[src/rtl/oracle_query_ctrl.sv]
// Query controller for a sequential oracle netlist: loads serial test patterns,
// applies them one per gated DUT clock, and streams the captured responses back.
module oracle_query_ctrl #(
   parameter int unsigned NI   = 4,
   parameter int unsigned NCYC = 8,
   parameter int unsigned CW   = 3
) (
   input  logic          CK,
   input  logic          RN,
   input  logic          START,
   input  logic [CW-1:0] LEN,
   input  logic          SI,
   input  logic          SEN,
   output logic [NI-1:0] PI,
   output logic          DUT_CKE,
   input  logic          PO,
   output logic          SO,
   output logic          SOV,
   output logic          BUSY,
   output logic          DONE
);

   localparam int unsigned LW = (NI > 1) ? $clog2(NI) : 1;
   localparam logic [LW-1:0] LANE_LAST = LW'(NI - 1);

   typedef enum logic [1:0] {
      IDLE   = 2'd0,
      LOAD   = 2'd1,
      RUN    = 2'd2,
      UNLOAD = 2'd3
   } state_e;

   state_e          state_q;
   state_e          state_d;

   logic [CW-1:0]   len_q;
   logic [CW-1:0]   idx_q;
   logic [CW-1:0]   idx_inc;
   logic [LW-1:0]   lane_q;
   logic [NI-1:0]   pat_q [NCYC];
   logic [NCYC-1:0] resp_q;

   logic            start_ok;
   logic            load_last;
   logic            idx_last;
   logic [NI-1:0]   pat0_fwd;

   logic [NI-1:0]   pi_d;
   logic            cke_d;
   logic            so_d;
   logic            sov_d;
   logic            busy_d;
   logic            done_d;

   // A START coinciding with the DONE pulse belongs to the finished query and is dropped.
   assign start_ok  = (state_q == IDLE) && START && !DONE;
   assign load_last = (state_q == LOAD) && SEN && (lane_q == LANE_LAST) && (idx_q == len_q);
   assign idx_last  = (idx_q == len_q);
   assign idx_inc   = idx_q + CW'(1);

   // Pattern 0 as it will look after this edge; for one-cycle queries its last bit is still on SI.
   always_comb begin
      pat0_fwd = pat_q[0];
      if (idx_q == '0) begin
         pat0_fwd[lane_q] = SI;
      end
   end

   always_ff @(posedge CK or negedge RN) begin
      if (!RN) begin
         state_q <= IDLE;
      end else begin
         state_q <= state_d;
      end
   end

   always_comb begin
      state_d = state_q;
      case (state_q)
         IDLE:    if (start_ok)  state_d = LOAD;
         LOAD:    if (load_last) state_d = RUN;
         RUN:     if (idx_last)  state_d = UNLOAD;
         UNLOAD:  if (idx_last)  state_d = IDLE;
         default: state_d = IDLE;
      endcase
   end

   // Next values of the registered outputs; each takes effect on the edge that changes state.
   always_comb begin
      pi_d   = '0;
      cke_d  = 1'b0;
      so_d   = 1'b0;
      sov_d  = 1'b0;
      done_d = 1'b0;
      busy_d = (state_d != IDLE);
      case (state_q)
         LOAD: begin
            if (load_last) begin
               pi_d  = pat0_fwd;
               cke_d = 1'b1;
            end
         end
         RUN: begin
            if (!idx_last) begin
               pi_d  = pat_q[idx_inc];
               cke_d = 1'b1;
            end else begin
               sov_d = 1'b1;
               so_d  = (len_q == '0) ? PO : resp_q[0];
            end
         end
         UNLOAD: begin
            if (!idx_last) begin
               sov_d = 1'b1;
               so_d  = resp_q[idx_inc];
            end else begin
               done_d = 1'b1;
            end
         end
         default: ;
      endcase
   end

   always_ff @(posedge CK or negedge RN) begin
      if (!RN) begin
         PI      <= '0;
         DUT_CKE <= 1'b0;
         SO      <= 1'b0;
         SOV     <= 1'b0;
         BUSY    <= 1'b0;
         DONE    <= 1'b0;
      end else begin
         PI      <= pi_d;
         DUT_CKE <= cke_d;
         SO      <= so_d;
         SOV     <= sov_d;
         BUSY    <= busy_d;
         DONE    <= done_d;
      end
   end

   // Buffers and counters; idx_q walks patterns in LOAD, steps in RUN and response bits in UNLOAD.
   always_ff @(posedge CK or negedge RN) begin
      if (!RN) begin
         len_q  <= '0;
         idx_q  <= '0;
         lane_q <= '0;
         resp_q <= '0;
         for (int i = 0; i < int'(NCYC); i++) begin
            pat_q[i] <= '0;
         end
      end else begin
         case (state_q)
            IDLE: begin
               if (start_ok) begin
                  len_q  <= LEN;
                  idx_q  <= '0;
                  lane_q <= '0;
               end
            end
            LOAD: begin
               if (SEN) begin
                  pat_q[idx_q][lane_q] <= SI;
                  if (lane_q == LANE_LAST) begin
                     lane_q <= '0;
                     idx_q  <= load_last ? '0 : idx_inc;
                  end else begin
                     lane_q <= lane_q + LW'(1);
                  end
               end
            end
            RUN: begin
               resp_q[idx_q] <= PO;
               idx_q         <= idx_last ? '0 : idx_inc;
            end
            UNLOAD: begin
               idx_q <= idx_last ? '0 : idx_inc;
            end
            default: ;
         endcase
      end
   end

endmodule

[config.mk]
export PLATFORM = sky130hd
export DESIGN_NAME = oracle_query_ctrl
export DESIGN_NICKNAME = d
export VERILOG_FILES = /design/src/rtl/oracle_query_ctrl.sv
export SDC_FILE = /design/constraint.sdc
export NUM_CORES = 1
export LEC_CHECK = 0
export CELL_PAD_IN_SITES_DETAIL_PLACEMENT = 0
export CELL_PAD_IN_SITES_GLOBAL_PLACEMENT = 1
export CORE_MARGIN = 2
export CORE_UTILIZATION = 25
export CTS_CLUSTER_SIZE = 10
export DETAILED_ROUTE_END_ITERATION = 6
export PLACE_DENSITY_LB_ADDON = 0.12
export SYNTH_ARGS = -nofsm -noshare
export SYNTH_HDL_FRONTEND = slang
export SYNTH_SLANG_ARGS = --single-unit
[constraint.sdc]
create_clock -name CK -period 4.3 [get_ports CK]
set_clock_uncertainty 0.1 [all_clocks]
set_input_delay 1.29 -clock CK [delete_from_list [all_inputs] [get_ports CK]]
set_output_delay 1.29 -clock CK [all_outputs]
set_load 0.03 [all_outputs]
* Word-level counts from Yosys, hierarchy flattened
Index checks and enable logic that the tools add are counted.
** Storage, ports and cells
- Output and inout port bits :: 9
- Flip-flop bits (word level) :: 59
- Logic and storage cells :: 101
- Input bits :: 9
** Operators by class
- Reductions and logical operators :: 19
- Bitwise gates (word level) :: 2
- $add $sub $neg :: 2
- Order comparisons :: 8
- Multiplexer cells :: 43
- Equality and inequality tests :: 8
** Operators by type and width (number)
- bitwise mux 32 bit :: 1
- 2-to-1 mux 4 bit :: 6
- 2-to-1 mux 3 bit :: 5
- 2-to-1 mux 2 bit :: 7
- binary-select mux 4 bit (select 3 bit) :: 1
- demux 4 bit (select 3 bit) :: 1
- 2-to-1 mux 1 bit :: 10
- case mux 3 bit (3 select lines) :: 1
- bitwise mux 8 bit :: 1
- greater-or-equal comparator 4 bit, second input constant :: 2
- logical AND 1 bit :: 8
- less-than comparator 3 x 4 -> 1 bit, second input constant :: 2
- inverter 3 -> 4 bit :: 2
- case mux 2 bit (4 select lines) :: 1
- case mux 4 bit (2 select lines) :: 1
- equality test 2 bit, second input constant :: 3
- logical NOT 3 bit :: 2
- case mux 1 bit (2 select lines) :: 3
- AND reduction 3 bit :: 2
- bitwise mux 4 bit :: 1
- less-than comparator 4 x 1 -> 1 bit, second input constant :: 1
- inequality test 2 bit, second input constant :: 2
- case mux 2 bit (2 select lines) :: 1
- AND reduction 2 bit :: 2
- other kinds (15) :: 16

* Longest topological paths before layout
- Word-level depth :: 8
- Depth in mapped cells :: 8

* Least setup slack after synthesis
OpenSTA, ideal clock, no wires.
- Kind :: in2reg
- Start :: input SEN
- End :: register idx_q[0]
- Setup time :: 125 ps
- Required time :: 4075 ps
- Stages on the path :: 6
- Data arrival time :: 2267 ps
- Slack :: 1808 ps
- Cell sequence :: and3_1 -> buf_2 -> nand4_2 -> a2bb2oi_2 -> nor3_1 -> mux2_2
** On the way
- Cells in the longest elaborated chain, start to end :: 7
- Elaborated cells on any way between the ends :: 9
- Classes of those cells :: eq/ne (1); mux (4); reduce/logical (4)
** Ends and longest elaborated chain
- from (decl) :: RTL line 13 : input logic SEN,
- logical AND 1 bit (3 in a row) :: RTL line 57 : assign load_last = (state_q == LOAD) && SEN && (lane_q == LANE_LAST) && (idx_q == len_q);
- 2-to-1 mux 3 bit :: RTL line 166 : idx_q <= load_last ? '0 : idx_inc;
- 2-to-1 mux 3 bit :: RTL line 164 : if (lane_q == LANE_LAST) begin
- 2-to-1 mux 3 bit :: RTL line 162 : if (SEN) begin
- case mux 3 bit (3 select lines) :: RTL line 153 : case (state_q)
- to (signal assigned) :: RTL line 166
- to (signal assigned) :: RTL line 174 : idx_q <= idx_last ? '0 : idx_inc;
- to (signal assigned) :: RTL line 177 : idx_q <= idx_last ? '0 : idx_inc;
- to (decl) :: RTL line 37 : logic [CW-1:0] idx_q;
Several ways; a longest one is shown, not always the timed one. The select of a mux whose other input is x is not followed.
A chain may end at the register's enable or synchronous reset.

* Final worst setup path
Ends and elaborated chain as after synthesis.

==> flow_summary.yaml <==
status:
  run_status: "completed"
detailed_routing:
  drtAntennaViolNets: 0
  drt-total-wl_um: 7704
  viasPerCell: 4.467
  firstDrtPassIters: 4
  vias: 2077
  drc_errors: 0
  wl_per_cell_um: 16.57
  drtIter0Drc: 85
cts:
  cts.sinks: 59
  cts_tree: "built"
  cts_resized: 0
  cts-root-buf: "clkbuf_16"
  clk_pin_slew_ns: 0.05
  clk_path_buf_depth: 2
  htreeDepth: 3
  cts_buffers: 9
  worstSkewPairLatency_ns: 0.33
  cts_setup_buffers: 0
  hold_buffers: 0
global_routing:
  grt_overflow_total: 0
  grt_pass1_vias: 2165
  grt_pass1_wl_um: 12370
  met2_usage_pct: 19.31
  use_met3_pct: 3.090
  use_met1_pct: 16.57
  grt_max_degree: 29
  antenna_found_initial: 0
  track_usage_pct: 12.35
  grt.busiest_layer: "met2"
cells_and_area:
  final_layout_size_suffix_gt1_share_pct: 24.57
  area_growth_pct: 20.22
  fin_nets: 309
  diodes: 0
  fill_cells: 1292
  multi_input_area_mm2: 0.001604
  fin_cells: 465
  ff_latch_area_mm2: 0.001476
setup_path:
  cpPeakStageDelay_ns: 0.71
  cp_max_fo: 13
  critPathArrivalTime_ns: 3.27
  cpMaxStageDelayCell: "clkdlybuf4s50_1"
  worstSetupStartpointType: "input port"
  cp_cell_sequence: "clkdlybuf4s50_1 -> and3_1 -> nand4_2 -> a2bb2oi_2 -> nor3_1 -> mux2_2"
  critPathRequiredTime_ns: 4.40
  critPathKind: "in2reg"
  worst_setup_path_end_kind: "flop"
logic_synthesis:
  yosys.area.top_type: "dfrtp_1"
  ys_seq_elements: 59
  ys_warn_count: 0
  synth-edff-count: 0
  ys_top_cells_by_area: "dfrtp_1 46%, mux2_2 13%, mux4_2 5.6%, ha_1 4.3%, nand2_1 3.3%"
  yosysUniqueCellTypes: 45
  netlist_area_mm2: 0.003193
  synth_fp_nets: 291
  synth_most_common_cell: "dfrtp_1"
  synth.avg_cell_area_um2: 11.78
  yosysTopAreaCellShare_pct: 46.24
  async_flop_share_pct: 100.0
  synth_common_cells: "59 x dfrtp_1, 36 x mux2_2, 28 x nand2_1"
  synthCells: 271
  synth_flop_cell: "dfrtp_1"
  ys_seq_area_share_pct: 46.24
floorplan:
  die_y_um: 117.0
  placementRows: 41
  dieArea_mm2: 0.01369
  start_util_pct: 25.41
  num_io_pins: 18
  core_area_mm2: 0.01257
  die_w_um: 117.0
placement:
  gp_congestion: 0.7112
  hpwl_um: 5581
  port-buffer-count: 17
  place_inst: 450
pwr:
  ir_worst_vdd_uv: 173.6
  p_per_area_mw_per_mm2: 610.3
  p_leak_uw: 0.001672
timing:
  min_period_ns: 3.166
  setup_viol: 0
  fmax_mhz: 315.9
  rsz0062_at_grt: "false"
  report.final.slew_viol_count: 0
  period_share_pct: 73.62
  hold_viol: 0
  tns_ns: 0
  slew_headroom_pct: 42.42
  worst_pin_slew_ns: 0.8611
job:
  cap_violations: 0
hold_path:
  hold_class: "reg2reg"
==> kinds of logic after synthesis <==
kind of cell	share of synthesized area [%]
xor+xnor	1.293
buf+inv	3.527
mux	25.94
fa+ha+maj	4.310
simple gates	12.89
flops	46.24
compound gates	5.799
==> state kept, by name, summed over array words and instances, names as in the netlist, 2 cells and up <==
name     cells
pat_q       32
resp_q       8
PI           4
idx_q        3
len_q        3
lane_q       2
state_q      2
==> path summary, 6_finish.rpt <==
path | startpoint | end | slack, ns | cells past startpoint
worst max-delay path | SEN | idx_q[0] | 1.13 | 6
worst min-delay path | pat_q[18] | pat_q[18] | 0.38 | 1
worst max register to register | idx_q[1] | PI[3] | 1.74 | 6
worst min register to register | pat_q[18] | pat_q[18] | 0.38 | 1
max in group asynchronous | RN | idx_q[0] | 2.46 | 2
min in group asynchronous | RN | SO | 0.90 | 1
==> layout by cell type, fill, tap and decap left out, drive strengths merged, types with 2 or more instances in the layout <==
cell type,n
nor2,22
nand3,10
inv,10
mux4,10
nor3,5
mux2,44
bufinv,2
a2bb2oi,2
nand2,28
and2,5
a21o,2
nand2b,2
mux2i,10
a21oi,2
dfrtp,59
clkbuf,13
o21ai,7
and3,6
ha,11
o22ai,5
a22o,2
buf,5
xnor2,3
clkdlybuf4s50,16
==> area by class of cell <==
class	count	area share, %
multi-input combinational	188	41.79
clock inverter	2	1.565
timing repair buffer	21	5.085
sequential	59	38.46
clock buffer	13	6.519
inverter	10	0.9778
tap	172	5.606
==> critical path, delay by kind of cell <==
family	cells	cell delay [ns]
muxes	1	0.28
AOI/OAI and AO/OA	1	0.26
and+or+nand+nor	3	0.72
buffers and inverters	1	0.71
==> power by group <==
group	internal (uW)	total [uW]	switching (uW)	leakage, uW
clock network	520	770	250	0.000150
logic	358	800	442	0.000733
registers	676	773	97.3	0.000788
==> layer usage <==
| layer | wire length [um] | share of wire, % | up-vias |
|---|---|---|---|
| met3 | 243 | 3.2 | 9 |
| li1 | - | - | 996 |
| met1 | 3848 | 50 | 1048 |
| met4 | 119 | 1.5 | 0 |
| met5 | 0 | 0 | - |
| met2 | 3492 | 45 | 24 |
==> through the flow <==
step	hold slack (ns)	power, uW	setup slack, ns	utilization (%)	cell area, um^2
6_report	0.3829	2343	1.134	30.54	3839
5_1_grt	0.4072	2484	0.9878	30.54	3839
4_1_cts	0.3890	2376	1.142	30.54	3839
3_5_place_dp	0.3768	1592	0.8101	28.07	3528
3_3_place_gp	0.3707	1600	0.8819	28.07	3528
2_1_floorplan	0.3524	1373	1.808	-	3193
(Power assumes the default switching activity.)
